[config.mk]
export PLATFORM = sky130hd
export DESIGN_NAME = n_bit_accumulator
export DESIGN_NICKNAME = d
export VERILOG_FILES = /design/src/rtl/n_bit_accumulator.sv
export SDC_FILE = /design/constraint.sdc
export NUM_CORES = 1
export LEC_CHECK = 0
export BUFFER_PORTS_ARGS = -buffer_cell sky130_fd_sc_hd__buf_2
export CAP_MARGIN = 20
export CORE_MARGIN = 1
export CORE_UTILIZATION = 45
export CTS_BUF_LIST = sky130_fd_sc_hd__clkbuf_8 sky130_fd_sc_hd__clkbuf_16
export DETAILED_ROUTE_END_ITERATION = 8
export PLACE_DENSITY = 0.65
export SLEW_MARGIN = 20
export SYNTH_ARGS = -nofsm -noshare
export SYNTH_HDL_FRONTEND = slang
export SYNTH_SLANG_ARGS = --single-unit
[constraint.sdc]
create_clock -name clk -period 32.8 [get_ports clk]
set_clock_uncertainty 0.2 [all_clocks]
set_input_delay 4.92 -clock clk [delete_from_list [all_inputs] [get_ports clk]]
set_output_delay 4.92 -clock clk [all_outputs]
set_load 0.1 [all_outputs]
[src/rtl/n_bit_accumulator.sv]
// n_bit_accumulator: sums a burst of LEN unsigned operands via a ripple adder.
// Ports: clk/rst_n, start+len, in_* operand stream, out_* result, ovf, busy.
module n_bit_full_adder_top #(
  parameter int N = 32
) (
  input  logic [N-1:0] a,
  input  logic [N-1:0] b,
  output logic [N-1:0] out
);
  logic [N-1:0] c;

  assign c[0] = 1'b0;

  for (genvar i = 0; i < N; i++) begin : g_bit
    assign out[i] = a[i] ^ b[i] ^ c[i];
    if (i < N - 1) begin : g_carry
      assign c[i+1] = (a[i] & b[i]) |
                      (c[i] & (a[i] ^ b[i]));
    end
  end
endmodule

module n_bit_accumulator #(
  parameter int N     = 32,
  parameter int LEN_W = 8
) (
  input  logic             clk,
  input  logic             rst_n,
  input  logic             start,
  input  logic [LEN_W-1:0] len,
  input  logic             in_valid,
  output logic             in_ready,
  input  logic [N-1:0]     in_data,
  output logic             out_valid,
  input  logic             out_ready,
  output logic [N-1:0]     result,
  output logic             ovf,
  output logic             busy
);
  typedef enum logic [1:0] {
    IDLE,
    ACCUM,
    DONE
  } state_t;

  state_t           state;
  logic [N-1:0]     acc;
  logic [N-1:0]     sum;
  logic [LEN_W-1:0] cnt;
  logic [LEN_W-1:0] len_q;
  logic             ovf_q;
  logic             beat;
  logic             last;
  logic             wrap;

  n_bit_full_adder_top #(.N(N)) u_add (
    .a   (acc),
    .b   (in_data),
    .out (sum)
  );

  // No carry-out from the adder: a wrap shows as sum < acc.
  assign wrap = (sum < acc);
  assign beat = in_valid & in_ready;
  // Compare against len_q-1 so len = 2^LEN_W-1 never wraps cnt.
  assign last = (cnt == len_q - 1'b1);

  assign in_ready  = (state == ACCUM);
  assign out_valid = (state == DONE);
  assign busy      = (state != IDLE);
  assign result    = acc;
  assign ovf       = ovf_q;

  always_ff @(posedge clk or negedge rst_n) begin
    if (!rst_n) begin
      state <= IDLE;
      acc   <= '0;
      cnt   <= '0;
      len_q <= '0;
      ovf_q <= 1'b0;
    end else begin
      unique case (state)
        IDLE: begin
          if (start) begin
            acc   <= '0;
            ovf_q <= 1'b0;
            cnt   <= '0;
            len_q <= len;
            state <= (len == '0) ? DONE : ACCUM;
          end
        end
        ACCUM: begin
          if (beat) begin
            acc   <= sum;
            ovf_q <= ovf_q | wrap;
            cnt   <= cnt + 1'b1;
            if (last) state <= DONE;
          end
        end
        DONE: begin
          if (out_ready) state <= IDLE;
        end
        default: state <= IDLE;
      endcase
    end
  end
endmodule

==> flow_metrics.env, run 1 <==
export IMPL_synth_edf_count=0
export IMPL_numCtsBuffers=5
export IMPL_hp_start="result[1]"
export IMPL_avgSynthCellArea_um2=9.05
export IMPL_drive_gt1_share_pct=18.9
export IMPL_crit_slowest_cell="fa_1"
export IMPL_synth_fa_ha_area_share_pct=26.3
export IMPL_drc=0
export IMPL_cts_tree="built"
export IMPL_synth_flop_cell="dfrtp_1"
export IMPL_yosysTopAreaCell="dfrtp_1"
export IMPL_setup_violations=0
export IMPL_setup_tns_final_ns=0
export IMPL_syn_nets=533
export IMPL_max_cap_viol_count=0
export IMPL_first_global_vias=2979
export IMPL_routed_via_density=5.04
export IMPL_rsz0062_at_grt="false"
export IMPL_clk_latency_ns=0.31
export IMPL_ys_types=44
export IMPL_ys_seq_area_share_pct=33.2
export IMPL_rr_startpoint="result[0]"
export IMPL_post_dp_hpwl_mm=6.22
export IMPL_yosysMostFrequentCell="inv_1"
export IMPL_timing_final_crit_share_pct=55.5
export IMPL_synth_xor_area_share_pct=3.64
export IMPL_multiInputGateArea_um2=2160
export IMPL_die_w_um=94.5
export IMPL_core_area_um2=8260
export IMPL_gp_congestion=0.751
export IMPL_layout_min_cycle_time_ns=18.21
export IMPL_drt_pass1_iterations=5
export IMPL_fillCellCount=793
export IMPL_cts_root_buf="clkbuf_8"
export IMPL_syn_to_final_growth_pct=15.0
export IMPL_rows=33
export IMPL_numPortBuffers=80
export IMPL_ys_ff_latch=51
export IMPL_clk_pin_slew_ns=0.09
export IMPL_groute_usage_overall_pct=19.6
export IMPL_syn_inst=425
export IMPL_die_height_um=94.5
export IMPL_cts_resized=0
export IMPL_synth_top_cells_by_count="inv_1, nand2_1, dfrtp_1, o21ai_0, ha_1"
export IMPL_synth_compound_area_share_pct=13.5
export IMPL_synth_top_family_by_area="adder cells"
export IMPL_hold_buffers=0
export IMPL_report_final_slew_viol_count=0
export IMPL_worstMarginPinSlew_ns=0.755
export IMPL_cp_start_kind="primary input"
export IMPL_grt_max_degree=52
export IMPL_cts_buffer_depth=2
export IMPL_first_iter_violations=132
export IMPL_antenna_found_initial=0
export IMPL_hold_class="reg -> reg"
export IMPL_ys_top_cells_by_area="dfrtp_1, fa_1, ha_1"
export IMPL_synth_simple_gate_area_share_pct=12.6
export IMPL_grt_overflow_total=0
export IMPL_fmax_mhz=54.9
export IMPL_relSlewSlack_pct=49.6
export IMPL_finalHoldViolCount=0
export IMPL_worstPathRequired_ns=32.80
export IMPL_worstPathArrival_ns=18.21
export IMPL_crit_type="in -> reg"
export IMPL_io_pins=81
export IMPL_max_stage_delay_ns=0.42
export IMPL_final_seq_area_um2=1280
export IMPL_yosys_warnings=0
export IMPL_synthMuxAreaShare_pct=0
export IMPL_via_count=3061
export IMPL_antennaDiodeCount=0
export IMPL_ant_nets=0
export IMPL_async_flop_share_pct=100
export IMPL_wire_per_inst_um=13.2
export IMPL_syn_area_um2=3850
export IMPL_worst_path_most_repeated_cell="fa_1"
export IMPL_synth_top_area_share_pct=33.2
export IMPL_start_util_pct=46.6
export IMPL_htreeDepth=2
export IMPL_grt_pass1_wl_mm=13.7
export IMPL_critPathLaunch="in_data[0]"
export IMPL_cts_sinks=51
export IMPL_routed_wl_mm=8.03
export IMPL_outcome="finished, final reports clean"
export IMPL_die_area_um2=8920
export IMPL_post_cts_buffers=0
export IMPL_end_kind="flop"
export IMPL_nets=610
export IMPL_crit_fanout=2
-- layout make-up --
type	count	share of cell area, %
timing repair buffer	82	9.39
inverter	95	8.06
clock inverter	2	0.311
tap	105	2.97
multi-input combinational	267	48.9
sequential	51	28.9
clock buffer	5	1.56
-- path summary, 6_finish.rpt --
path,endpoint,slack [ns],cells after the start
max,ovf,14.59,42
min,result[1],0.31,2
max reg2reg,ovf,18.89,41
min reg2reg,result[1],0.31,2
max in group asynchronous,result[22],27.43,2
min in group asynchronous,result[5],4.52,2
-- metrics by stage --
step | utilization (%) | cells | area, um2 | hold slack [ns] | setup WS [ns]
global route | 53.6 | 607 | 4420 | 0.334 | 14.18
floorplan | - | 425 | 3850 | 0.262 | 14.91
global placement | 52.5 | 600 | 4340 | 0.282 | 14.47
finish | 53.6 | 607 | 4420 | 0.310 | 14.59
detailed placement | 52.5 | 600 | 4340 | 0.291 | 14.27
CTS | 53.5 | 607 | 4420 | 0.314 | 14.58
-- metal layers --
| layer | share of wire (%) | global-route usage (%) | vias up |
|---|---|---|---|
| met5 | 0 | 0 | - |
| met4 | 1.6 | 4.67 | 0 |
| met3 | 4.8 | 3.70 | 13 |
| met2 | 48 | 32.7 | 71 |
| met1 | 46 | 26.5 | 1472 |
| li1 | - | - | 1505 |
-- sequential cells by signal (all words and copies together), names as in the netlist --
name / flops
result: 32
cnt: 8
len_q: 8
state: 2
ovf: 1
-- placed cells by master, fill, tap and decap left out, types with 8 or more instances in the layout --
cell type  instances
nand2_1           65
ha_1              33
inv_1             95
o21ai_0           36
dfrtp_1           51
fa_1              30
xor2_1             8
a21oi_1           14
nor2_1            14
buf_2             80
xnor2_1            8
-- kinds of logic (layout without fill, tap and decap cells) --
family                     count (synthesis)  after routing
and+or+nand+nor                          108            108
xor gates and xnor gates                  16             16
buffers and inverters                    107            184
DFF                                       51             51
adders and majority gates                 63             63
AOI/OAI and AO/OA                         80             80
-- critical path, delay by kind of cell --
| family | cells | cell delay (ns) |
|---|---|---|
| xor gates and xnor gates | 2 | 0.29 |
| adders and majority gates | 32 | 11.98 |
| AOI/OAI and AO/OA | 3 | 0.62 |
| buffers and inverters | 4 | 0.26 |
| and+or+nand+nor | 1 | 0.12 |
Power of run 1 is not shown: default switching activity piles up to over one toggle a cycle in this logic, so the estimate is an artifact.
==> run 2, diff against run 1 <==
ABC_AREA = 1   (was not set)
clock period = 17.5 ns   (was 32.8 ns; I/O delays follow)
==> run 2 against run 1 <==
Clock-buffer cell count stayed put; synthesized area is 1.1% higher; sequential share of layout area down 0.65 points; wire length up 1.5%; synthesized cell count up 11%; register-to-register slack lost 16 ns; design area increased by 2.3%; largest cell class unchanged; global-route usage is 0.42 points higher; core utilization is 0.95 points higher; non-clock buffer count is 1 lower.
==> flow_metrics.env, run 2 <==
export IMPL_clk_pin_slew_ns=0.10
export IMPL_worst_path_most_repeated_cell="fa_1"
export IMPL_cts_sinks=51
export IMPL_ys_top_cells_by_area="dfrtp_1, fa_1, inv_1"
export IMPL_ys_seq_area_share_pct=32.8
export IMPL_synth_edf_count=0
export IMPL_setup_tns_final_ns=0
export IMPL_yosys_warnings=0
export IMPL_worstPathArrival_ns=16.17
export IMPL_gp_congestion=0.802
export IMPL_crit_slowest_cell="fa_1"
export IMPL_async_flop_share_pct=100
export IMPL_htreeDepth=2
export IMPL_first_global_vias=3153
export IMPL_syn_area_um2=3890
export IMPL_drive_gt1_share_pct=17.9
export IMPL_end_kind="flop"
export IMPL_final_seq_area_um2=1280
export IMPL_fillCellCount=825
export IMPL_ys_types=28
export IMPL_die_w_um=95.0
export IMPL_clk_latency_ns=0.31
export IMPL_largest_reg_flops=32
export IMPL_post_dp_cell_area_um2=4390
export IMPL_grt_pass1_wl_mm=13.9
export IMPL_io_pins=81
export IMPL_synth_top_area_share_pct=32.8
export IMPL_cts_buffer_depth=2
export IMPL_groute_usage_overall_pct=20.1
export IMPL_syn_inst=472
export IMPL_crit_fanout=3
export IMPL_avgSynthCellArea_um2=8.24
export IMPL_max_stage_delay_ns=0.41
export IMPL_syn_nets=580
export IMPL_nets=660
export IMPL_reg2regPathDepth=46
export IMPL_die_area_um2=9020
export IMPL_crit_type="in -> reg"
export IMPL_numCtsBuffers=5
export IMPL_die_height_um=95.0
export IMPL_max_cap_viol_count=0
export IMPL_relSlewSlack_pct=44.4
export IMPL_antenna_found_initial=0
export IMPL_start_util_pct=46.9
export IMPL_numPortBuffers=80
export IMPL_cts_resized=0
export IMPL_setup_violations=0
export IMPL_drc=0
export IMPL_fmax_mhz=61.9
export IMPL_report_final_slew_viol_count=0
export IMPL_rsz0062_at_grt="false"
export IMPL_hold_ws_ns=0.308
export IMPL_via_count=3214
export IMPL_cts_root_buf="clkbuf_8"
export IMPL_routed_via_density=4.88
export IMPL_final_cell_mix="inv_1, nand2_1, buf_2"
export IMPL_ant_nets=0
export IMPL_cts_tree="built"
export IMPL_grt_max_degree=52
export IMPL_timing_final_crit_share_pct=92.4
export IMPL_antennaDiodeCount=0
export IMPL_yosysTopAreaCell="dfrtp_1"
export IMPL_ys_ff_latch=51
export IMPL_postLayoutCellArea_um2=4520
export IMPL_grt_overflow_total=0
export IMPL_outcome="finished, final reports clean"
export IMPL_drt_pass1_iterations=4
export IMPL_holdPathStages=2
export IMPL_core_area_um2=8300
export IMPL_wire_per_inst_um=12.4
export IMPL_hold_class="reg -> reg"
export IMPL_cp_start_kind="primary input"
export IMPL_worstPathRequired_ns=17.50
export IMPL_synth_top_cells_by_count="inv_1, nand2_1, dfrtp_1, ha_1"
export IMPL_post_dp_hpwl_mm=6.37
export IMPL_worstMarginPinSlew_ns=0.831
export IMPL_final_util_pct=54.5
export IMPL_final_common_cell="inv_1"
export IMPL_layout_min_cycle_time_ns=16.17
export IMPL_finalHoldViolCount=0
export IMPL_yosysMostFrequentCell="inv_1"
export IMPL_routed_wl_mm=8.15
export IMPL_synth_flop_cell="dfrtp_1"
export IMPL_rows=33
export IMPL_syn_to_final_growth_pct=16.3
export IMPL_post_cts_buffers=0
export IMPL_first_iter_violations=101
export IMPL_multiInputGateArea_um2=2110
export IMPL_hold_buffers=0
run 2: cell count changes in the layout (fill, tap and decap cells not counted), sizes merged, moves of 4 or more:
cell,delta
nor2,+15
o22ai,+30
a211oi,-4
xnor2,-6
a21oi,+5
o21ai,-28
a22o,-4
nand4,-4
xor2,-5
nand3,+22
nand2,+24
inv,+29
run 2: worst paths after layout:
path	end	slack (ns)	start
min	len_q[7]	0.31	len_q[7]
min reg2reg	len_q[7]	0.31	len_q[7]
max	ovf	1.33	in_data[0]
max in group asynchronous	len_q[1]	14.41	rst_n
max reg2reg	ovf	3.29	result[0]
min in group asynchronous	result[14]	2.22	rst_n
run 2: cell families after synthesis:
kind of cell	Yosys count	share of synthesized area [%]
and+or+nand+nor	154	17.1
buffers and inverters	132	13.0
DFF	51	32.8
AOI/OAI and AO/OA	67	9.91
xor gates and xnor gates	5	1.13
adders and majority gates	63	26.1
run 2: per-stage QoR:
stage / worst slack (ns) / cells
2_1_floorplan: 1.81 / 472
3_3_place_gp: 1.37 / 650
3_5_place_dp: 1.00 / 650
4_1_cts: 1.34 / 658
5_1_grt: 0.749 / 658
6_report: 1.33 / 658
run 2: routing by layer:
| metal | track usage (%) | up-vias | routed length [um] |
|---|---|---|---|
| li1 | - | 1626 | - |
| met1 | 27.7 | 1501 | 3890 |
| met2 | 31.6 | 81 | 3740 |
| met3 | 4.35 | 6 | 446 |
| met4 | 5.93 | 0 | 71 |
| met5 | 0 | - | 0 |
run 2: layout make-up:
type | count | share of cell area (%)
Tap cell | 105 | 2.90
Clock buffer | 5 | 1.52
Timing Repair Buffer | 81 | 9.02
Clock inverter | 3 | 1.49
Inverter | 124 | 10.3
Sequential cell | 51 | 28.2
Multi-Input combinational cell | 289 | 46.6
run 2: critical path, delay by kind of cell:
family	cells	cell delay, ns
adders and majority gates	32	12.01
and+or+nand+nor	8	0.82
xor gates and xnor gates	2	0.39
buffers and inverters	5	0.33
Power of run 2 is left out for the same reason.
==> run 3, diff against run 2 <==
CORE_UTILIZATION = 56   (was 45)
PLACE_DENSITY = 0.78   (was 0.65)
RECOVER_POWER = 100   (was not set)
==> run 3 against run 2 <==
The flow now finishes with violations (max-capacitance violations, max-slew violations); via count is 0.37% lower; setup slack better by 0.15 ns; global-route usage is 3.7 points higher; sequential share of layout area is 0.93 points higher; wire length is 4.9% lower; cell count is 3.8% lower; core utilization is 10 points higher; design area is 3.2% lower; critical path type unchanged.
==> flow_metrics.env, run 3 (synthesis results as in run 2) <==
export IMPL_post_dp_hpwl_mm=6.03
export IMPL_numCtsBuffers=5
export IMPL_worstMarginPinSlew_ns=2.82
export IMPL_antennaDiodeCount=0
export IMPL_largest_reg_flops=32
export IMPL_drive_gt1_share_pct=9.95
export IMPL_timing_final_crit_share_pct=91.5
export IMPL_groute_usage_overall_pct=23.8
export IMPL_end_kind="flop"
export IMPL_layout_min_cycle_time_ns=16.02
export IMPL_syn_to_final_growth_pct=12.6
export IMPL_grt_max_degree=52
export IMPL_first_global_vias=3203
export IMPL_cts_root_buf="clkbuf_8"
export IMPL_finalHoldViolCount=0
export IMPL_report_final_slew_viol_count=52
export IMPL_max_cap_viol_count=1
export IMPL_io_pins=81
export IMPL_setup_violations=0
export IMPL_htreeDepth=2
export IMPL_die_height_um=85.3
export IMPL_first_iter_violations=116
export IMPL_relSlewSlack_pct=-87.7
export IMPL_nets=660
export IMPL_max_stage_delay_ns=0.42
export IMPL_drt_pass1_iterations=4
export IMPL_rsz0062_at_grt="false"
export IMPL_clk_pin_slew_ns=0.10
export IMPL_cts_resized=0
export IMPL_core_area_um2=6760
export IMPL_worstPathArrival_ns=16.01
export IMPL_crit_fanout=3
export IMPL_routed_via_density=5.06
export IMPL_grt_overflow_total=0
export IMPL_violations="max-capacitance violations, max-slew violations"
export IMPL_final_cell_mix="inv_1, nand2_1, dfrtp_1"
export IMPL_post_cts_buffers=0
export IMPL_worst_path_most_repeated_cell="fa_1"
export IMPL_fmax_mhz=62.4
export IMPL_cts_sinks=51
export IMPL_clk_latency_ns=0.31
export IMPL_grt_pass1_wl_mm=13.8
export IMPL_cp_start_kind="primary input"
export IMPL_cts_tree="built"
export IMPL_numPortBuffers=80
export IMPL_routed_wl_mm=7.74
export IMPL_worstPathRequired_ns=17.50
export IMPL_r2r_setup_slack_ns=3.44
export IMPL_wire_per_inst_um=12.2
export IMPL_cts_buffer_depth=2
export IMPL_hold_buffers=0
export IMPL_via_count=3202
export IMPL_drc=0
export IMPL_die_w_um=85.3
export IMPL_setup_tns_final_ns=0
export IMPL_final_common_cell="inv_1"
export IMPL_crit_slowest_cell="fa_1"
export IMPL_rows=30
export IMPL_antenna_found_initial=0
export IMPL_ant_nets=0
export IMPL_hold_class="reg -> reg"
export IMPL_outcome="finished with violations"
export IMPL_crit_type="in -> reg"
export IMPL_die_area_um2=7280
export IMPL_start_util_pct=57.6
export IMPL_gp_congestion=0.829
[run 3: cell types whose count changed in the layout (fill, tap and decap cells not counted), moves of 2 or more]
cell / before / now
bufinv_16: 2 / 0
buf_2: 80 / 43
nand2_2: 4 / 0
clkbuf_1: 0 / 38
nand2_1: 85 / 89
nor2_1: 26 / 28
nor2_2: 2 / 0
[run 3: worst max-delay path, delay by kind of cell]
kind | cells | cell delay [ns]
buffers and inverters | 5 | 0.31
xor gates and xnor gates | 2 | 0.36
adders and majority gates | 32 | 11.94
and+or+nand+nor | 8 | 0.78
[run 3: final timing paths]
path,startpoint,end,cells past startpoint
max in group asynchronous,rst_n,cnt[5],2
hold / removal,len_q[7],len_q[7],2
setup / recovery,in_data[0],ovf,47
setup reg to reg,result[0],ovf,46
min in group asynchronous,rst_n,result[15],2
hold reg to reg,len_q[7],len_q[7],2
[run 3: final cells by class]
class                   instances  area [um2]
flip-flops and latches         51        1280
well taps                      80         100
fillers                       623        2380
multi-input cells             289        2090
clock inverters                 3        20.0
inverters                     124         465
clock buffers                   5        68.8
repair buffers                 81         358
[run 3: metrics by stage]
step	worst slack (ns)	cells	hold WS (ns)	cell area, um2	util, %
detailed placement	1.14	625	0.297	4360	64.5
global route	0.978	633	0.353	4380	64.8
finish	1.48	633	0.311	4380	64.8
CTS	1.46	633	0.321	4450	65.8
floorplan	1.81	472	0.268	3890	-
global placement	1.40	625	0.291	4360	64.5
[run 3: per-layer routing]
metal / vias up / GRT usage, % / part of all wire, %
met1: 1486 / 31.9 / 46
li1: 1632 / - / -
met2: 74 / 40.1 / 48
met3: 10 / 4.09 / 4.4
met5: - / 0 / 0
met4: 0 / 6.67 / 1.3
Power of run 3 is left out for the same reason.
